[src/rtl/quad_encoder_counter_if.sv]
// Encoder pins, control inputs and decoded outputs of quad_encoder_counter.
// Defining ENC_INDEX_EN adds the index channel (i_z in, o_index out).
interface quad_encoder_counter_if #(
   parameter int POS_W = 16,
   parameter int PER_W = 16
);
   logic             i_a;
   logic             i_b;
   logic             i_polarity;
   logic             i_clear;
   logic             i_load;
   logic [POS_W-1:0] i_load_val;
   logic             o_step;
   logic             o_dir;
   logic [POS_W-1:0] o_position;
   logic [PER_W-1:0] o_period;
   logic             o_period_valid;
   logic             o_error;
   logic             o_err_flag;
`ifdef ENC_INDEX_EN
   logic             i_z;
   logic             o_index;

   modport master (
      output i_a, i_b, i_z, i_polarity, i_clear, i_load, i_load_val,
      input  o_step, o_dir, o_position, o_period, o_period_valid, o_error, o_err_flag, o_index
   );
   modport slave (
      input  i_a, i_b, i_z, i_polarity, i_clear, i_load, i_load_val,
      output o_step, o_dir, o_position, o_period, o_period_valid, o_error, o_err_flag, o_index
   );
`else
   modport master (
      output i_a, i_b, i_polarity, i_clear, i_load, i_load_val,
      input  o_step, o_dir, o_position, o_period, o_period_valid, o_error, o_err_flag
   );
   modport slave (
      input  i_a, i_b, i_polarity, i_clear, i_load, i_load_val,
      output o_step, o_dir, o_position, o_period, o_period_valid, o_error, o_err_flag
   );
`endif
endinterface

[src/rtl/quad_encoder_counter.sv]
// Quadrature decoder: sync + de-glitch A/B, decode steps, signed position, step period.
// Optional index channel (i_z / o_index, zeroes position) enabled by defining ENC_INDEX_EN.
module quad_encoder_counter #(
   parameter int POS_W      = 16,
   parameter int PER_W      = 16,
   parameter int FILT_DEPTH = 3
) (
   input logic                  i_clk,
   input logic                  i_rst,
   quad_encoder_counter_if.slave bus
);
   localparam int CNT_W = $clog2(FILT_DEPTH + 1);
   localparam logic [PER_W-1:0] PER_MAX = '1;

   logic [1:0]       r_ab_meta, r_ab_sync, r_ab_cand, r_ab_filt, r_ab_prev;
   logic [CNT_W-1:0] r_ab_cnt;
   logic             r_ab_upd;
   logic [CNT_W-1:0] w_ab_cnt_next;

   logic             r_step, r_dir, r_error, r_err_flag, r_period_valid, r_armed;
   logic [POS_W-1:0] r_position;
   logic [PER_W-1:0] r_period, r_per_cnt;

   logic [1:0]       w_idx_prev, w_idx_new, w_delta;
   logic             w_step, w_err, w_raw_dir, w_dir;

   // A candidate is counted only while it stays identical; any change restarts at 1
   always_comb begin
      w_ab_cnt_next = CNT_W'(1);
      if (r_ab_sync == r_ab_cand && r_ab_cnt != '0)
         w_ab_cnt_next = r_ab_cnt + 1'b1;
   end

   always_ff @(posedge i_clk or posedge i_rst) begin
      if (i_rst) begin
         r_ab_meta <= 2'b00;
         r_ab_sync <= 2'b00;
         r_ab_cand <= 2'b00;
         r_ab_filt <= 2'b00;
         r_ab_prev <= 2'b00;
         r_ab_cnt  <= '0;
         r_ab_upd  <= 1'b0;
      end else begin
         r_ab_meta <= {bus.i_a, bus.i_b};
         r_ab_sync <= r_ab_meta;
         r_ab_upd  <= 1'b0;
         if (r_ab_sync == r_ab_filt) begin
            r_ab_cnt <= '0;
         end else if (w_ab_cnt_next == CNT_W'(FILT_DEPTH)) begin
            r_ab_prev <= r_ab_filt;
            r_ab_filt <= r_ab_sync;
            r_ab_upd  <= 1'b1;
            r_ab_cnt  <= '0;
         end else begin
            r_ab_cand <= r_ab_sync;
            r_ab_cnt  <= w_ab_cnt_next;
         end
      end
   end

   // Map {A,B} onto the cycle 00,10,11,01 as 0..3; the index delta gives direction
   assign w_idx_prev = {r_ab_prev[0], r_ab_prev[1] ^ r_ab_prev[0]};
   assign w_idx_new  = {r_ab_filt[0], r_ab_filt[1] ^ r_ab_filt[0]};

   always_comb begin
      w_step    = 1'b0;
      w_err     = 1'b0;
      w_raw_dir = 1'b0;
      w_delta   = w_idx_new - w_idx_prev;
      if (r_ab_upd) begin
         if (w_delta == 2'd2) begin
            w_err = 1'b1;
         end else begin
            w_step    = 1'b1;
            w_raw_dir = (w_delta == 2'd1);
         end
      end
      w_dir = w_raw_dir ^ bus.i_polarity;
   end

`ifdef ENC_INDEX_EN
   logic             r_z_meta, r_z_sync, r_z_cand, r_z_filt, r_z_rise, r_index;
   logic [CNT_W-1:0] r_z_cnt;
   logic [CNT_W-1:0] w_z_cnt_next;

   always_comb begin
      w_z_cnt_next = CNT_W'(1);
      if (r_z_sync == r_z_cand && r_z_cnt != '0)
         w_z_cnt_next = r_z_cnt + 1'b1;
   end

   always_ff @(posedge i_clk or posedge i_rst) begin
      if (i_rst) begin
         r_z_meta <= 1'b0;
         r_z_sync <= 1'b0;
         r_z_cand <= 1'b0;
         r_z_filt <= 1'b0;
         r_z_rise <= 1'b0;
         r_z_cnt  <= '0;
         r_index  <= 1'b0;
      end else begin
         r_z_meta <= bus.i_z;
         r_z_sync <= r_z_meta;
         r_z_rise <= 1'b0;
         r_index  <= r_z_rise;
         if (r_z_sync == r_z_filt) begin
            r_z_cnt <= '0;
         end else if (w_z_cnt_next == CNT_W'(FILT_DEPTH)) begin
            r_z_filt <= r_z_sync;
            r_z_rise <= r_z_sync;
            r_z_cnt  <= '0;
         end else begin
            r_z_cand <= r_z_sync;
            r_z_cnt  <= w_z_cnt_next;
         end
      end
   end

   assign bus.o_index = r_index;
`endif

   always_ff @(posedge i_clk or posedge i_rst) begin
      if (i_rst) begin
         r_position <= '0;
      end else if (bus.i_clear) begin
         r_position <= '0;
      end else if (bus.i_load) begin
         r_position <= bus.i_load_val;
`ifdef ENC_INDEX_EN
      end else if (r_z_rise) begin
         r_position <= '0;
`endif
      end else if (w_step) begin
         r_position <= w_dir ? r_position + 1'b1 : r_position - 1'b1;
      end
   end

   always_ff @(posedge i_clk or posedge i_rst) begin
      if (i_rst) begin
         r_step         <= 1'b0;
         r_dir          <= 1'b0;
         r_error        <= 1'b0;
         r_err_flag     <= 1'b0;
         r_period       <= '0;
         r_period_valid <= 1'b0;
         r_per_cnt      <= '0;
         r_armed        <= 1'b0;
      end else begin
         r_step         <= w_step;
         r_error        <= w_err;
         r_period_valid <= 1'b0;
         if (w_step)
            r_dir <= w_dir;
         if (bus.i_clear)
            r_err_flag <= 1'b0;
         else if (w_err)
            r_err_flag <= 1'b1;
         // r_dir still holds the previous step's direction at this point
         if (bus.i_clear) begin
            r_per_cnt <= '0;
            r_armed   <= 1'b0;
         end else if (w_step) begin
            if (r_armed && w_dir == r_dir) begin
               r_period       <= r_per_cnt;
               r_period_valid <= 1'b1;
            end
            r_per_cnt <= PER_W'(1);
            r_armed   <= 1'b1;
         end else if (r_per_cnt != PER_MAX) begin
            r_per_cnt <= r_per_cnt + 1'b1;
            if (r_armed && r_per_cnt == PER_MAX - 1'b1) begin
               r_period       <= PER_MAX;
               r_period_valid <= 1'b1;
               r_armed        <= 1'b0;
            end
         end
      end
   end

   assign bus.o_step         = r_step;
   assign bus.o_dir          = r_dir;
   assign bus.o_position     = r_position;
   assign bus.o_period       = r_period;
   assign bus.o_period_valid = r_period_valid;
   assign bus.o_error        = r_error;
   assign bus.o_err_flag     = r_err_flag;
endmodule

[src/flat_wrapper.sv]
// flat-port wrapper written by rule: the top's interface ports become plain ports
module quad_encoder_counter_flat 
#(
   parameter int POS_W      = 16,
   parameter int PER_W      = 16,
   parameter int FILT_DEPTH = 3
)
  (i_clk, i_rst, bus_i_a, bus_i_b, bus_i_polarity, bus_i_clear, bus_i_load, bus_i_load_val, bus_o_step, bus_o_dir, bus_o_position, bus_o_period, bus_o_period_valid, bus_o_error, bus_o_err_flag);
  quad_encoder_counter_if #(.POS_W(POS_W), .PER_W(PER_W)) bus_i ();
  input logic i_clk;
  input logic i_rst;
  input wire logic [$bits(bus_i.i_a)-1:0] bus_i_a;
  input wire logic [$bits(bus_i.i_b)-1:0] bus_i_b;
  input wire logic [$bits(bus_i.i_polarity)-1:0] bus_i_polarity;
  input wire logic [$bits(bus_i.i_clear)-1:0] bus_i_clear;
  input wire logic [$bits(bus_i.i_load)-1:0] bus_i_load;
  input wire logic [$bits(bus_i.i_load_val)-1:0] bus_i_load_val;
  output wire logic [$bits(bus_i.o_step)-1:0] bus_o_step;
  output wire logic [$bits(bus_i.o_dir)-1:0] bus_o_dir;
  output wire logic [$bits(bus_i.o_position)-1:0] bus_o_position;
  output wire logic [$bits(bus_i.o_period)-1:0] bus_o_period;
  output wire logic [$bits(bus_i.o_period_valid)-1:0] bus_o_period_valid;
  output wire logic [$bits(bus_i.o_error)-1:0] bus_o_error;
  output wire logic [$bits(bus_i.o_err_flag)-1:0] bus_o_err_flag;
  assign bus_i.i_a = bus_i_a;
  assign bus_i.i_b = bus_i_b;
  assign bus_i.i_polarity = bus_i_polarity;
  assign bus_i.i_clear = bus_i_clear;
  assign bus_i.i_load = bus_i_load;
  assign bus_i.i_load_val = bus_i_load_val;
  assign bus_o_step = bus_i.o_step;
  assign bus_o_dir = bus_i.o_dir;
  assign bus_o_position = bus_i.o_position;
  assign bus_o_period = bus_i.o_period;
  assign bus_o_period_valid = bus_i.o_period_valid;
  assign bus_o_error = bus_i.o_error;
  assign bus_o_err_flag = bus_i.o_err_flag;
  quad_encoder_counter #(.POS_W(POS_W), .PER_W(PER_W), .FILT_DEPTH(FILT_DEPTH)) u_core (.i_clk(i_clk), .i_rst(i_rst), .bus(bus_i));
endmodule
[config.mk]
export PLATFORM = sky130hd
export DESIGN_NAME = quad_encoder_counter_flat
export DESIGN_NICKNAME = d
export VERILOG_FILES = /design/src/rtl/quad_encoder_counter_if.sv /design/src/rtl/quad_encoder_counter.sv /design/src/flat_wrapper.sv
export SDC_FILE = /design/constraint.sdc
export NUM_CORES = 1
export LEC_CHECK = 0
export ABC_AREA = 1
export BUFFER_PORTS_ARGS = -buffer_cell sky130_fd_sc_hd__buf_4
export CORE_MARGIN = 3
export CORE_UTILIZATION = 35
export CTS_CLUSTER_DIAMETER = 40
export DETAILED_ROUTE_END_ITERATION = 12
export GPL_ROUTABILITY_DRIVEN = 0
export PLACE_DENSITY = 0.62
export SLEW_MARGIN = 20
export SYNTH_ARGS = -nofsm -noshare
export SYNTH_HDL_FRONTEND = slang
export SYNTH_SLANG_ARGS = --single-unit
export TNS_END_PERCENT = 10
[constraint.sdc]
create_clock -name i_clk -period 3.1 [get_ports i_clk]
set_input_delay 0.465 -clock i_clk [delete_from_list [all_inputs] [get_ports i_clk]]
set_output_delay 0.465 -clock i_clk [all_outputs]
set_load 0.005 [all_outputs]
==> impl_metrics.tcl <==
set metrics [dict create \
    synth.top_cells.by_area "dfrtp_1 (42%), nand2_1 (11%), nor2_1 (6.4%)" \
    synth_seq_area_share 0.416 \
    die_w_um 113 \
    nNetsFinal 616 \
    grt_pass1_wl_mm 17.2 \
    drt-total-wl_mm 9.89 \
    wire_per_inst_um 13.5 \
    whs_ns 0.206 \
    yosys.area.top_type_share 0.416 \
    final_util 0.447 \
    ctsResizeCount 0 \
    syn-num-nets 553 \
    rr_worst_depth 19 \
    antenna_found_initial 0 \
    drt-pass1-iter-count 6 \
    setup_viol 0 \
    grt_pass1_vias 3628 \
    setup_tns_ns 0 \
    htreeDepth 3 \
    yosys_warnings 0 \
    power_mw 3.34 \
    ir_drop_mv 0.363 \
    arrival_ns 3.01 \
    end_kind "flip-flop" \
    tritoncts "yes" \
    grt-ovfl-total 0 \
    yosysTopAreaCell "dfrtp_1" \
    hold_violations 0 \
    dieArea_mm2 0.0128 \
    power_density_mw_per_mm2 678 \
    clock_path_buffers 2 \
    crit_fanout 27 \
    ant_nets 0 \
    port_buffers 59 \
    synth-edff-count 0 \
    vias_per_cell 4.97 \
    clock-sinks 67 \
    fin_ws_ns 0.301 \
    dpl.hpwl_mm 7.29 \
    skew_ns 0.00889 \
    fin_cells 733 \
    async_reset_ff_frac 1.00 \
    ys_types 45 \
    grt_usage 0.163 \
    pre_cts_slack_ns 0.274 \
    grt_max_degree 44 \
    syn_avg_cell_area_um2 7.68 \
    hold_path.class "input port to asynchronous set/reset pin" \
    rows 38 \
    max-cap-violations 0 \
    die_y_um 113 \
    diodes 0 \
    dp_cells 717 \
    cts.clk_slew.worst_paths_ns 0.06 \
    netlist_area_mm2 0.00403 \
    root_buffer "clkbuf_16" \
    reg2reg_from "u_core.r_ab_filt[0]" \
    ys.flop_type "dfrtp_1" \
    rsz0062_at_grt "false" \
    p_leak_nw 2.42 \
    clock_latency_ns 0.33 \
    drc 0 \
    tightest_slew_ns 0.673 \
    max_slew_margin 0.546 \
    via_count 3644 \
    fin_area_mm2 0.00493 \
    detail_route.iter0.violations 209 \
    layout-drive-gt1-share 0.245 \
    post_cts_buffers 0 \
    ioPinCount 60 \
    slew_violations 0 \
    core_mm2 0.0110 \
    r2r-end "u_core.bus.o_position[14]" \
    fin_crit_sh 0.903 \
    area_growth_pct 22.2 \
    placed_cell_area_mm2 0.00459 \
    fmaxAchievable_mhz 357 \
    synth-seq-cells 67 \
    holdBufCountCts 0 \
    initial_utilization 0.366 \
    synthesis.instances 525 \
    period_needed_ns 2.80 \
    status "finished clean" \
    ff2ff_setup_slack_ns 0.30 \
    setup.worst_path.start_class "flip-flop" \
    cts_buffers 9 \
    critPathKind "flip-flop to flip-flop" \
    worstPathRequired_ns 3.31 \
]
cells in the final DEF, fill, tap and decap left out, drive strengths merged, types with 2 or more instances in the layout:
cell type	n
clkbuf	10
nand3	30
nand2	148
o41ai	10
o21ai	29
inv	76
or2	2
a221oi	3
nand3b	3
a211oi	2
a21oi	17
nor3	11
o22ai	2
bufinv	2
ha	5
nand4	3
nor4	2
xnor2	3
buf	64
o32ai	2
o221a	2
nor2	77
dfrtp	67
a31oi	7
o21a	3
xor2	7
synth_stat cells (3+ instances only):
cell type	number
a21oi_1	11
a21oi_2	6
a221oi_1	3
a31oi_1	7
buf_6	4
clkbuf_1	4
dfrtp_1	67
ha_1	5
inv_1	64
inv_2	9
nand2_1	119
nand2_2	24
nand2_4	5
nand3_1	26
nand3_2	4
nand3b_1	3
nand4_1	3
nor2_1	69
nor2_2	6
nor3_1	10
o21a_1	3
o21ai_0	22
o21ai_1	6
o41ai_1	10
xnor2_1	3
xor2_1	7
registers in the layout, indices dropped and copies added, names as in the netlist, 2 cells and up:
register and cells:
u_core.r_ab_filt 2, u_core.bus.o_position 16, u_core.bus.o_period 16, u_core.r_ab_meta 2, u_core.r_ab_prev 2, u_core.r_per_cnt 16
u_core.r_ab_cnt 2, u_core.r_ab_cand 2, u_core.r_ab_sync 2
routing by layer:
| metal | wire (um) | vias to the layer above | track usage | share of wire |
|---|---|---|---|---|
| met3 | 480 | 16 | 0.0278 | 0.049 |
| met2 | 4630 | 78 | 0.265 | 0.47 |
| met4 | 192 | 0 | 0.0689 | 0.019 |
| met1 | 4590 | 1726 | 0.215 | 0.46 |
| met5 | 0 | - | 0 | 0 |
| li1 | - | 1824 | - | - |
how the worst max path moves through the flow:
| stage | startpoint | end | slack (ns) | depth (start not counted) |
|---|---|---|---|---|
| after floorplan | u_core.r_ab_filt[0] | u_core.bus.o_position[14] | 0.62 | 20 |
| after detailed placement | u_core.r_ab_filt[0] | u_core.bus.o_position[4] | 0.27 | 18 |
| after CTS | u_core.r_ab_filt[0] | u_core.bus.o_position[4] | 0.26 | 18 |
| final | u_core.r_ab_filt[0] | u_core.bus.o_position[14] | 0.30 | 19 |
| after global placement | u_core.r_ab_filt[0] | u_core.bus.o_position[4] | 0.38 | 18 |
| after global routing | u_core.r_ab_filt[0] | u_core.bus.o_position[14] | 0.004 | 17 |
worst max-delay path, stage by stage, from the launching register on:
cell and delay [ns]:
dfrtp_2 0.46, xnor2_1 0.15, ha_1 0.23, inv_1 0.09, nand2_1 0.08, nand2_1 0.09
nand2_2 0.06, nand2_2 0.07, nand3_2 0.10, nand2_4 0.09, buf_4 0.29, nand2_1 0.11
nand2_2 0.12, nand2_1 0.10, o21ai_2 0.22, nand2_1 0.11, nand3b_1 0.10, nand3_1 0.08
nand2_1 0.07, nand2_1 0.05
layout make-up:
cell class,count,area (um2)
Clock buffer,10,239
Clock inverter,6,93.8
Fill cell,1123,6100
Inverter,73,274
Multi-Input combinational cell,373,1990
Sequential cell,67,1680
Tap cell,140,175
Timing Repair Buffer,64,480
power by group:
part | internal, mW | switching (mW) | total (mW)
clock network | 0.735 | 0.415 | 1.15
registers | 1.00 | 0.154 | 1.15
logic | 0.430 | 0.606 | 1.04
logic make-up (layout without fill, tap and decap cells):
kind of cell / Yosys count / in the layout / share of synthesized area
fa+ha+maj: 5 / 5 / 0.0155
compound gates: 80 / 80 / 0.136
buf+inv: 85 / 153 / 0.0912
xor+xnor: 10 / 10 / 0.0217
flops: 67 / 67 / 0.416
simple gates: 278 / 278 / 0.320
No activity file was read; power rests on OpenSTA's default activity.
